==> src/rtl/pc_seq_if.sv <==
// pc_seq_if -- instruction-fetch bus between the sequencer and instruction memory.
//
// Handshake: the master holds mem_req high with mem_addr stable for as long as
// it waits for an instruction word. The slave answers by raising mem_ack for one
// cycle with the word on mem_data in that same cycle; that cycle completes the
// transfer. mem_ack seen while mem_req is low carries no meaning and is ignored.
//
// Signals:
//   mem_req  (master->slave)  fetch request
//   mem_addr (master->slave)  16-bit fetch address
//   mem_ack  (slave->master)  data on mem_data is valid this cycle
//   mem_data (slave->master)  16-bit instruction word
interface pc_seq_if;
  logic        mem_req;
  logic [15:0] mem_addr;
  logic        mem_ack;
  logic [15:0] mem_data;

  modport master (
    output mem_req,
    output mem_addr,
    input  mem_ack,
    input  mem_data
  );

  modport slave (
    input  mem_req,
    input  mem_addr,
    output mem_ack,
    output mem_data
  );
endinterface

==> src/rtl/pc_seq.sv <==
// pc_seq -- fetch/execute sequencer that drives an external program counter.
//
// Steps through INIT -> FETCH -> EXEC, parking in IDLE when run is low, stopping
// in HALT on a detected self-loop jump, and in ERROR when instruction memory
// fails to answer within TIMEOUT+1 fetch cycles. All outputs are a decode of the
// registered state, the latched instruction and the live inputs.
//
// Ports:
//   clock, reset     system clock, synchronous active-high reset
//   run              allow execution; low parks in IDLE after the current instr
//   pc_q             current external PC value (fetch address, self-loop check)
//   a_val            A-register value, jump target
//   zr, ng           ALU flags for the instruction in EXEC
//   mem              instruction-fetch bus (master side)
//   pc_reset/pc_load/pc_inc/pc_in  external PC control
//   instr, exec      latched instruction word, EXEC strobe
//   halted, err      HALT / ERROR state flags
//   retired          executed-instruction count (wraps at 2^16)
//   state_o          current FSM state for observation
module pc_seq #(
  parameter int TIMEOUT = 15
) (
  input  logic        clock,
  input  logic        reset,
  input  logic        run,
  input  logic [15:0] pc_q,
  input  logic [15:0] a_val,
  input  logic        zr,
  input  logic        ng,
  pc_seq_if.master    mem,
  output logic        pc_reset,
  output logic        pc_load,
  output logic        pc_inc,
  output logic [15:0] pc_in,
  output logic [15:0] instr,
  output logic        exec,
  output logic        halted,
  output logic        err,
  output logic [15:0] retired,
  output logic [2:0]  state_o
);

  localparam int WW = (TIMEOUT < 1) ? 1 : $clog2(TIMEOUT + 1);

  typedef enum logic [2:0] {
    S_INIT  = 3'd0,
    S_IDLE  = 3'd1,
    S_FETCH = 3'd2,
    S_EXEC  = 3'd3,
    S_HALT  = 3'd4,
    S_ERROR = 3'd5
  } state_e;

  state_e          state_q, state_d;
  logic [15:0]     instr_q, instr_d;
  logic [15:0]     retired_q, retired_d;
  logic [WW-1:0]   wait_q, wait_d;

  logic            mem_req_c;
  logic [15:0]     mem_addr_c;
  logic            taken;
  logic            self_loop;

  // Jump decode; an A-instruction (bit 15 clear) never jumps.
  assign taken = instr_q[15] &
                 ((instr_q[2] & ng) | (instr_q[1] & zr) | (instr_q[0] & ~ng & ~zr));

  // Unconditional jump to the instruction's own address can never make progress.
  assign self_loop = instr_q[15] & (instr_q[2:0] == 3'b111) & (a_val == pc_q);

  always_ff @(posedge clock) begin
    if (reset) begin
      state_q   <= S_INIT;
      instr_q   <= '0;
      retired_q <= '0;
      wait_q    <= '0;
    end else begin
      state_q   <= state_d;
      instr_q   <= instr_d;
      retired_q <= retired_d;
      wait_q    <= wait_d;
    end
  end

  always_comb begin
    state_d    = state_q;
    instr_d    = instr_q;
    retired_d  = retired_q;
    wait_d     = wait_q;
    mem_req_c  = 1'b0;
    mem_addr_c = '0;
    pc_reset   = 1'b0;
    pc_load    = 1'b0;
    pc_inc     = 1'b0;
    pc_in      = '0;
    exec       = 1'b0;
    halted     = 1'b0;
    err        = 1'b0;

    unique case (state_q)
      S_INIT: begin
        pc_reset = 1'b1;
        if (run) begin
          state_d = S_FETCH;
          wait_d  = '0;
        end else begin
          state_d = S_IDLE;
        end
      end

      S_IDLE: begin
        if (run) begin
          state_d = S_FETCH;
          wait_d  = '0;
        end
      end

      S_FETCH: begin
        mem_req_c  = 1'b1;
        mem_addr_c = pc_q;
        if (mem.mem_ack) begin
          instr_d = mem.mem_data;
          state_d = S_EXEC;
        end else if (wait_q == WW'(TIMEOUT)) begin
          // Counter already at TIMEOUT: this was fetch cycle TIMEOUT+1.
          state_d = S_ERROR;
        end else begin
          wait_d = wait_q + 1'b1;
        end
      end

      S_EXEC: begin
        exec      = 1'b1;
        retired_d = retired_q + 16'd1;
        if (taken) begin
          pc_load = 1'b1;
          pc_in   = a_val;
        end else begin
          pc_inc  = 1'b1;
        end
        if (self_loop) begin
          state_d = S_HALT;
        end else if (run) begin
          state_d = S_FETCH;
          wait_d  = '0;
        end else begin
          state_d = S_IDLE;
        end
      end

      S_HALT:  halted = 1'b1;

      S_ERROR: err = 1'b1;

      default: state_d = S_INIT;
    endcase

    // Reset overrides the registers at the edge; silence the side effects now
    // so an abandoned instruction issues no PC control or fetch.
    if (reset) begin
      mem_req_c  = 1'b0;
      mem_addr_c = '0;
      pc_reset   = 1'b0;
      pc_load    = 1'b0;
      pc_inc     = 1'b0;
      pc_in      = '0;
      exec       = 1'b0;
    end
  end

  assign mem.mem_req  = mem_req_c;
  assign mem.mem_addr = mem_addr_c;
  assign instr        = instr_q;
  assign retired      = retired_q;
  assign state_o      = state_q;

endmodule
==> src/flat_wrapper.sv <==
// flat-port wrapper written by rule: the top's interface ports become plain ports
module pc_seq_flat 
#(
  parameter int TIMEOUT = 15
)
  (clock, reset, run, pc_q, a_val, zr, ng, pc_reset, pc_load, pc_inc, pc_in, instr, exec, halted, err, retired, state_o, mem_mem_req, mem_mem_addr, mem_mem_ack, mem_mem_data);
  pc_seq_if mem_i ();
  input  logic clock;
  input  logic reset;
  input  logic run;
  input  logic [15:0] pc_q;
  input  logic [15:0] a_val;
  input  logic zr;
  input  logic ng;
  output logic pc_reset;
  output logic pc_load;
  output logic pc_inc;
  output logic [15:0] pc_in;
  output logic [15:0] instr;
  output logic exec;
  output logic halted;
  output logic err;
  output logic [15:0] retired;
  output logic [2:0] state_o;
  output wire logic [$bits(mem_i.mem_req)-1:0] mem_mem_req;
  output wire logic [$bits(mem_i.mem_addr)-1:0] mem_mem_addr;
  input wire logic [$bits(mem_i.mem_ack)-1:0] mem_mem_ack;
  input wire logic [$bits(mem_i.mem_data)-1:0] mem_mem_data;
  assign mem_mem_req = mem_i.mem_req;
  assign mem_mem_addr = mem_i.mem_addr;
  assign mem_i.mem_ack = mem_mem_ack;
  assign mem_i.mem_data = mem_mem_data;
  pc_seq #(.TIMEOUT(TIMEOUT)) u_core (.clock(clock), .reset(reset), .run(run), .pc_q(pc_q), .a_val(a_val), .zr(zr), .ng(ng), .mem(mem_i), .pc_reset(pc_reset), .pc_load(pc_load), .pc_inc(pc_inc), .pc_in(pc_in), .instr(instr), .exec(exec), .halted(halted), .err(err), .retired(retired), .state_o(state_o));
endmodule
==> config.mk <==
export PLATFORM = sky130hd
export DESIGN_NAME = pc_seq_flat
export DESIGN_NICKNAME = d
export VERILOG_FILES = /design/src/rtl/pc_seq_if.sv /design/src/rtl/pc_seq.sv /design/src/flat_wrapper.sv
export SDC_FILE = /design/constraint.sdc
export NUM_CORES = 1
export LEC_CHECK = 0
export ABC_AREA = 1
export BUFFER_PORTS_ARGS = -buffer_cell sky130_fd_sc_hd__buf_2
export CELL_PAD_IN_SITES_DETAIL_PLACEMENT = 1
export CELL_PAD_IN_SITES_GLOBAL_PLACEMENT = 2
export CORE_MARGIN = 5
export CORE_UTILIZATION = 19
export CTS_BUF_LIST = sky130_fd_sc_hd__clkbuf_4
export DETAILED_ROUTE_END_ITERATION = 10
export PLACE_DENSITY = 0.83
export SLEW_MARGIN = 40
export SYNTH_ARGS = -nofsm -noshare
export SYNTH_HDL_FRONTEND = slang
export SYNTH_SLANG_ARGS = --single-unit
==> constraint.sdc <==
create_clock -name clock -period 1.5 [get_ports clock]
set_input_delay 0.15 -clock clock [delete_from_list [all_inputs] [get_ports clock]]
set_output_delay 0.15 -clock clock [all_outputs]
set_load 0.01 [all_outputs]
==> reports/qor.txt, run 1 <==
outcome: finished, violations left
failing checks: negative setup slack
Sink Count: 39
WP buf/inv: 5
GRT Total Usage: 12.58%
fraction of layout cells with a size suffix above 1: 48.31%
vias in the first global route: 3,131
Max-slew headroom: 77.25%
clock latency at the later pin of the worst-skew pair: 350 ps
largest net degree at the start of global routing: 19
GR peak layer: met2
Synth Area in Adders: 1.095%
WS Path Type: reg2out
RSZ-0062 raised after global routing: true
post-synthesis sequential element count: 39
initial core utilization: 19.19%
total die area: 0.01432 mm2
Worst VDD drop: 0.0004178 V
Crit Reg-Reg Endpoint: u_core.wait_q[0]
worst hold path type: in2reg
Final Util: 35.21%
Worst R2R Start: u_core.state_o[1]
via total after detailed routing: 3,060
CP Cell Sequence: inv_6, buf_4, nor3_4, inv_2, nor2_4, inv_6, nor2_1, buf_2
Final Hold Vio Count: 0
most repeated library cell on the critical path: inv_6
simple-gate share of the synthesized area: 40.56%
Worst Setup EP: mem_mem_addr[9]
Ys Warns: 0
Total Nets Final: 616
drt total wl: 9627 um
Post-Synth XOR/XNOR Area: 0.3831%
Synth Area in Compound Gates: 11.93%
WHS: 19.50 ps
PwrDens: 1019 mW/mm2
Worst path slowest cell: dfxtp_4
Setup Skew: 11.40 ps
area delta synth->final: 83.47%
instance count on the critical path: 8
H-tree depth: 2
Post-Synthesis Cells: 378
Max Slew Vio Count: 0
GR Util met1: 14.54%
post-synthesis mux area share: 0%
CP top delay family: buffers and inverters
number of port buffers: 127
# rows: 40
DRC: 0
CTS tree: yes
Core Area: 0.01191 mm2
Reg clk slew, reported paths: 130 ps
final setup fails: 65
ys flop type: dfxtp_1
CP Launch Type: flop
Netlist cell types: 31
num ports: 128
placed cell count: 670
Chip Width: 119.7 um
Max Cap Viol: 0
fin crit period: 1791 ps
grt total ovfl: 0
worst path required time: 1350 ps
ys async rst share: 0%
Pleak: 2.209 nW
Routed WL per cell: 13.60 um
Reg2Reg Setup Slack: -250 ps
Num CTS Buffers: 5
M2 GR Usage: 23.13%
Syn Area/Cell: 6.047 um2
pre-CTS WS: -82.78 ps
period utilisation layout: 119.4%
Crit path largest cell delay: 390 ps
Placer Congestion: 0.8265
Worst Path Max Fanout: 16
Worst Setup SP: u_core.state_o[1]
initial antenna violation count: 0
register area share after synthesis: 34.15%
crit path DAT: 1640 ps
Max clock buf depth: 2
post-route setup TNS: -11,960 ps
first-pass GRT wire length: 14,880 um
Tightest Pin Transition: 338.7 ps
DRT iter0 DRCs: 51
Post-synth EDFFs: 0
Root Buffer: clkbuf_4
Initial DRT Pass Iterations: 4
Finished Layout Cells: 708
Setup crit end kind: output port
Mapped Area: 0.002286 mm2
final worst slack: -290.6 ps
GR Util met3: 2.969%
Max Fclk: 558.5 MHz
Die H: 119.7 um
main combinational cell family by area after synthesis: simple AND/OR/NAND/NOR gates
antenna cells: 0
dpl hpwl: 7255 um
Vias/cell: 4.322
Post-Syn Nets: 434
reg2reg path depth: 11
Final ANT Viol Nets: 0
layout make-up:
cell class,count,area (um2)
clock buffer,5,37.54
clock inverter,3,38.79
fill,1496,7717
inverter,61,249.0
multi-input combinational,271,1642
sequential,39,794.5
tap,147,183.9
timing repair buffer,182,1249
tightest hold or removal path: cells and delay by family:
kind,cells,cell delay (ps)
and+or+nand+nor,2,110
buffers and inverters,1,80
per-layer routing:
metal	vias to the layer above	part of all wire (%)
met1	1425	41
li1	1535	-
met3	11	5.6
met2	89	52
met5	-	0
met4	0	1.3
cells by family (layout without fill, tap and decap cells):
family / count (synthesis) / count (layout)
DFF: 39 / 39
xor gates and xnor gates: 1 / 1
AOI/OAI and AO/OA: 52 / 52
buffers and inverters: 70 / 251
adders and majority gates: 2 / 2
and+or+nand+nor: 214 / 216
synthesized netlist by cell type, types with 2 or more instances:
| library cell | number | share of area (%) |
|---|---|---|
| a21oi_1 | 20 | 4.4 |
| buf_2 | 4 | 0.88 |
| clkbuf_1 | 4 | 0.66 |
| dfxtp_1 | 39 | 34 |
| ha_1 | 2 | 1.1 |
| inv_1 | 56 | 9.2 |
| inv_2 | 5 | 0.82 |
| nand2_1 | 83 | 14 |
| nand3_1 | 15 | 3.3 |
| nand4_1 | 2 | 0.55 |
| nor2_1 | 96 | 16 |
| nor2_4 | 2 | 0.99 |
| nor3_1 | 6 | 1.3 |
| nor3_4 | 2 | 1.4 |
| o21ai_0 | 26 | 5.7 |
per-stage QoR:
stage	power, mW	cell area [um2]
after floorplan	2.099	2395
after global placement	2.789	3372
after detailed placement	2.833	3372
after CTS	3.867	3797
after global routing	4.591	4194
final	4.274	4194
power by group:
part	switching, mW	internal [mW]
combinational	1.19	1.03
clock	0.364	0.343
sequential	0.136	1.21
total	1.68	2.59
sequential cells by signal (all words and copies together), names as in the netlist:
signal / cells
u_core.instr: 16
u_core.retired: 16
u_core.wait_q: 4
u_core.state_o: 3
worst min-delay path by stage:
stage | start | slack (ps) | to | cells after the start
after global placement | mem_mem_data[11] | 370 | u_core.instr[11] | 3
after detailed placement | mem_mem_data[1] | 380 | u_core.instr[1] | 3
after CTS | mem_mem_data[3] | 0.08 | u_core.instr[3] | 3
after floorplan | reset | 220 | u_core.retired[15] | 1
after global routing | mem_mem_data[3] | -2 | u_core.instr[3] | 3
final | mem_mem_data[3] | 20 | u_core.instr[3] | 3
what timing repair did:
item	in CTS	in global routing
setup buffers	13	17
hold buffers	3	1
setup endpoints to repair	51	66
gates resized for setup	39	105
gates cloned	2	0
pin swaps	16	25
endpoints found under the hold margin	3	1
layout by cell type (no fill, tap or decap), types with 6 or more instances in the layout:
cell,Yosys,final
nand2_2,1,6
a21oi_1,20,14
nand3_1,15,8
nor2_2,0,11
buf_2,4,114
buf_6,0,32
nor2_4,2,20
o21ai_0,26,7
nand2_1,83,75
nand3_2,0,6
buf_4,1,29
a21oi_2,0,6
inv_1,56,53
o21ai_1,1,15
nor2_1,96,67
dfxtp_1,39,34
Power figures use the tool's default switching activity.
==> run 2: changes to the inputs <==
--- a/config.mk
+++ b/config.mk
@@ -10,10 +10,11 @@
 export CELL_PAD_IN_SITES_DETAIL_PLACEMENT = 1
 export CELL_PAD_IN_SITES_GLOBAL_PLACEMENT = 2
 export CORE_MARGIN = 5
-export CORE_UTILIZATION = 19
+export CORE_UTILIZATION = 22
 export CTS_BUF_LIST = sky130_fd_sc_hd__clkbuf_4
 export DETAILED_ROUTE_END_ITERATION = 10
-export PLACE_DENSITY = 0.83
+export PLACE_DENSITY = 0.9
+export REMOVE_ABC_BUFFERS = 1
 export SLEW_MARGIN = 40
 export SYNTH_ARGS = -nofsm -noshare
 export SYNTH_HDL_FRONTEND = slang
==> constraint.sdc (replaced) <==
create_clock -name clock -period 1.95 [get_ports clock]
set_input_delay 0.195 -clock clock [delete_from_list [all_inputs] [get_ports clock]]
set_output_delay 0.195 -clock clock [all_outputs]
set_load 0.01 [all_outputs]
==> run 2 against run 1 <==
  * The run now ends clean
  * Power is 40% lower
  * Via count is 8.0% lower
  * Register-to-register slack better by 530 ps
  * Critical path type unchanged
  * Largest cell class unchanged
  * Highest routed layer unchanged
==> reports/qor.txt, run 2 (synthesis results as in run 1) <==
outcome: finished, final reports clean
clock latency at the later pin of the worst-skew pair: 350 ps
area of the multi-input gates: 0.001369 mm2
Sink Count: 39
Routed WL per cell: 13.29 um
via total after detailed routing: 2,816
WHS: 61.99 ps
worst hold path type: in2reg
final setup fails: 0
initial core utilization: 22.34%
Tightest Pin Transition: 453.8 ps
total die area: 0.01253 mm2
Core Area: 0.01023 mm2
cts hold-fix bufs: 0
Setup crit end kind: output port
pre-CTS WS: 120.6 ps
placed cell count: 638
GRT Total Usage: 12.83%
CP Launch Type: flop
most frequent cells in the layout: 123 x buf_2, 84 x nor2_1, 83 x nand2_1
Root Buffer: clkbuf_4
Max clock buf depth: 2
post-route setup TNS: 0 ps
DRT iter0 DRCs: 96
Register Area: 787.0 um2
Total Nets Final: 577
Reg clk slew, reported paths: 120 ps
PwrDens: 750.8 mW/mm2
fin crit period: 1881 ps
drt total wl: 8746 um
dpl hpwl: 6886 um
fraction of layout cells with a size suffix above 1: 35.63%
Max Cap Viol: 0
Max Slew Vio Count: 0
Vias/cell: 4.280
number of port buffers: 127
Final ANT Viol Nets: 0
Placer Congestion: 0.8913
Max-slew headroom: 69.36%
Final Hold Vio Count: 0
num ports: 128
# rows: 37
# fillers: 1,376
initial antenna violation count: 0
CTS tree: yes
Finished Layout Cells: 658
Initial DRT Pass Iterations: 4
Max Fclk: 531.6 MHz
Setup Skew: 6.432 ps
Worst Path Max Fanout: 8
grt total ovfl: 0
area delta synth->final: 49.92%
period utilisation layout: 96.47%
RSZ-0062 raised after global routing: true
Worst VDD drop: 0.0004646 V
first-pass GRT wire length: 13,430 um
vias in the first global route: 2,769
final worst slack: 68.78 ps
WS Path Type: reg2out
antenna cells: 0
H-tree depth: 2
crit path DAT: 1690 ps
Num CTS Buffers: 5
Pleak: 1.885 nW
Die H: 111.9 um
DRC: 0
most common cell after layout, fill and taps aside: buf_2
largest net degree at the start of global routing: 28
Chip Width: 111.9 um
worst path required time: 1750 ps
-- run 2: final cells by class --
type | count | share of cell area, %
Multi-Input combinational cell | 271 | 39.94
Inverter | 61 | 6.827
Tap cell | 136 | 4.965
Sequential cell | 39 | 22.96
Clock buffer | 6 | 1.314
Clock inverter | 2 | 0.3651
Timing Repair Buffer | 143 | 23.62
-- run 2: metal layers --
layer	part of all wire, %	global-route usage (%)	wire length (um)
met1	45	15.35	3924
met5	0	0	0
met4	0.71	3.045	62
met2	48	23.02	4181
met3	6.6	3.207	577
-- run 2: repair_timing --
item / CTS / global route
resized for setup: 5 / 33
endpoints found under the setup margin: 33 / 33
cloned: 0 / 2
pin swaps: 0 / 8
buffers inserted: 0 / 10
-- run 2: metrics by stage --
| stage | cell area, um2 | utilization [%] | power (mW) |
|---|---|---|---|
| 3_3_place_gp | 3094 | 30.24 | 1.963 |
| 6_report | 3427 | 33.50 | 2.573 |
| 2_1_floorplan | 2243 | - | 1.556 |
| 3_5_place_dp | 3094 | 30.24 | 2.005 |
| 5_1_grt | 3427 | 33.50 | 2.758 |
| 4_1_cts | 3166 | 30.94 | 2.459 |
-- run 2: critical path, stage by stage, from the launching register on --
cell and delay, ps:
dfxtp_4 430, inv_2 70, nor3_4 160, inv_2 90, nor2_4 150, buf_12 140, nand2_8 70, nor2_1 90
buf_2 140
-- run 2: final timing paths --
kind	depth (start not counted)	endpoint	start	slack, ps
hold / removal	3	u_core.instr[8]	mem_mem_data[8]	60
setup / recovery	8	pc_in[13]	u_core.state_o[0]	70
setup reg to reg	9	u_core.state_o[1]	u_core.wait_q[0]	280
hold reg to reg	2	u_core.wait_q[3]	u_core.wait_q[3]	510
-- run 2: power by group --
group	total, mW	switching [mW]	internal, mW
clock network	0.434	0.281	0.153
registers	1.04	0.114	0.926
logic	1.10	0.672	0.427
total	2.57	1.07	1.51
==> run 3: changes to the inputs <==
--- a/config.mk
+++ b/config.mk
@@ -7,13 +7,13 @@
 export LEC_CHECK = 0
 export ABC_AREA = 1
 export BUFFER_PORTS_ARGS = -buffer_cell sky130_fd_sc_hd__buf_2
-export CELL_PAD_IN_SITES_DETAIL_PLACEMENT = 1
-export CELL_PAD_IN_SITES_GLOBAL_PLACEMENT = 2
 export CORE_MARGIN = 5
-export CORE_UTILIZATION = 22
+export CORE_UTILIZATION = 33
 export CTS_BUF_LIST = sky130_fd_sc_hd__clkbuf_4
 export DETAILED_ROUTE_END_ITERATION = 10
-export PLACE_DENSITY = 0.9
+export GPL_ROUTABILITY_DRIVEN = 1
+export PLACE_DENSITY = 0.7
+export RECOVER_POWER = 100
 export REMOVE_ABC_BUFFERS = 1
 export SLEW_MARGIN = 40
 export SYNTH_ARGS = -nofsm -noshare
==> run 3 against run 2 <==
  * Sequential cell count unchanged
  * Wire length down 22%
  * Combinational power fell by 15%
  * Die area decreased by 31%
  * Critical path type unchanged
  * Critical endpoint is now pc_in[4]
==> reports/qor.txt, run 3 (synthesis results as in run 1) <==
antenna cells: 0
Die H: 93.23 um
area delta synth->final: 35.58%
worst path required time: 1750 ps
clock latency at the later pin of the worst-skew pair: 340 ps
Worst Setup SP: u_core.state_o[0]
Root Buffer: clkbuf_4
outcome: finished, final reports clean
vias in the first global route: 2,490
Num CTS Buffers: 5
Worst Path Max Fanout: 17
Sink Count: 39
Max Fclk: 553.5 MHz
Max Slew Vio Count: 0
hold path depth: 3
PwrDens: 765.4 mW/mm2
# rows: 30
CTS tree: yes
Worst R2R Start: u_core.retired[2]
most frequent cells in the layout: 104 x buf_2, 95 x nor2_1, 83 x nand2_1
Crit Reg-Reg Endpoint: u_core.retired[15]
crit path DAT: 1610 ps
fin crit period: 1807 ps
Placer Congestion: 0.8068
drt total wl: 6784 um
most common cell after layout, fill and taps aside: buf_2
reg2reg path depth: 9
Final Hold Vio Count: 0
Setup crit end kind: output port
Tightest Pin Transition: 408.8 ps
largest net degree at the start of global routing: 20
Chip Width: 93.23 um
metal3 WL: 446 um
placed cell count: 580
cts hold-fix bufs: 0
cell area after layout: 0.003099 mm2
H-tree depth: 2
GRT Total Usage: 15.49%
fraction of layout cells with a size suffix above 1: 26.72%
Core Area: 0.006756 mm2
Max Cap Viol: 0
highest metal used: met4
Total Nets Final: 564
num ports: 128
RSZ-0062 raised after global routing: true
post-route setup TNS: 0 ps
WL met2: 3324 um
initial antenna violation count: 0
Reg clk slew, reported paths: 110 ps
CP Launch Type: flop
via total after detailed routing: 2,702
M1 WL: 2876 um
worst hold path type: in2reg
Routed WL per cell: 11.52 um
period utilisation layout: 92.65%
number of port buffers: 127
DRC: 0
grt total ovfl: 0
dpl hpwl: 5443 um
Finished Layout Cells: 589
total die area: 0.008692 mm2
final setup fails: 0
Worst Setup EP: pc_in[4]
Max-slew headroom: 72.40%
Initial DRT Pass Iterations: 4
Reg2Reg Setup Slack: 300 ps
DP Area: 0.003022 mm2
initial core utilization: 33.83%
DRT iter0 DRCs: 110
Final ANT Viol Nets: 0
Worst VDD drop: 0.0003843 V
WS Path Type: reg2out
Setup Skew: 17.01 ps
Vias/cell: 4.587
Max clock buf depth: 2
Pleak: 1.730 nW
first-pass GRT wire length: 11,010 um
run 3: changes by cell type in the layout (fill, tap and decap cells not counted), moves of 2 or more:
cell / before / now
nor2_1: 84 / 95
clkinv_1: 0 / 2
clkbuf_1: 0 / 23
buf_4: 13 / 4
nand2_8: 3 / 1
buf_6: 5 / 0
nor2_4: 7 / 3
buf_2: 123 / 104
nor2_2: 7 / 0
run 3: layout make-up:
cell class,count,area [um2]
flip-flops and latches,39,785.8
multi-input cells,269,1272
clock buffers,6,45.04
inverters,61,231.5
fillers,734,3657
repair buffers,132,656.9
well taps,80,100.1
clock inverters,2,7.507
run 3: repair_timing:
item / in CTS / in global routing
resized for setup: 4 / 9
setup buffers: 0 / 1
pin swaps: 0 / 0
endpoints found under the setup margin: 33 / 31
run 3: how the worst min path moves through the flow:
| stage | end | start | slack, ps |
|---|---|---|---|
| 5_1_grt | u_core.instr[8] | mem_mem_data[8] | 50 |
| 2_1_floorplan | u_core.state_o[0] | reset | 260 |
| 3_5_place_dp | u_core.instr[9] | mem_mem_data[9] | 430 |
| 4_1_cts | u_core.instr[7] | mem_mem_data[7] | 50 |
| 6_report | u_core.instr[7] | mem_mem_data[7] | 80 |
| 3_3_place_gp | u_core.instr[13] | mem_mem_data[13] | 420 |
run 3: per-stage QoR:
step	hold slack [ps]	power [mW]	setup WS [ps]	utilization [%]
after CTS	53.80	2.376	12.80	45.67
final	77.75	2.372	143.3	45.87
after global routing	53.42	2.561	-17.71	45.87
after floorplan	264.1	1.556	107.3	-
after detailed placement	432.6	1.954	176.4	44.72
after global placement	416.8	1.937	206.0	44.72
run 3: where the power goes:
group / internal, mW / switching, mW
registers: 0.924 / 0.110
logic: 0.343 / 0.592
clock network: 0.148 / 0.256
run 3: critical path, cell delays in order, from the launching register on:
cell     delay [ps]
dfxtp_4         410
inv_2            60
nor3_4          180
inv_2            90
nor2_4          150
nand2_8         120
nor2_1          120
buf_2           140
run 3: layer usage:
metal | vias up | global-route usage, %
li1 | 1440 | -
met1 | 1158 | 16.85
met2 | 95 | 29.18
met3 | 9 | 3.540
met4 | 0 | 5.128
met5 | - | 0
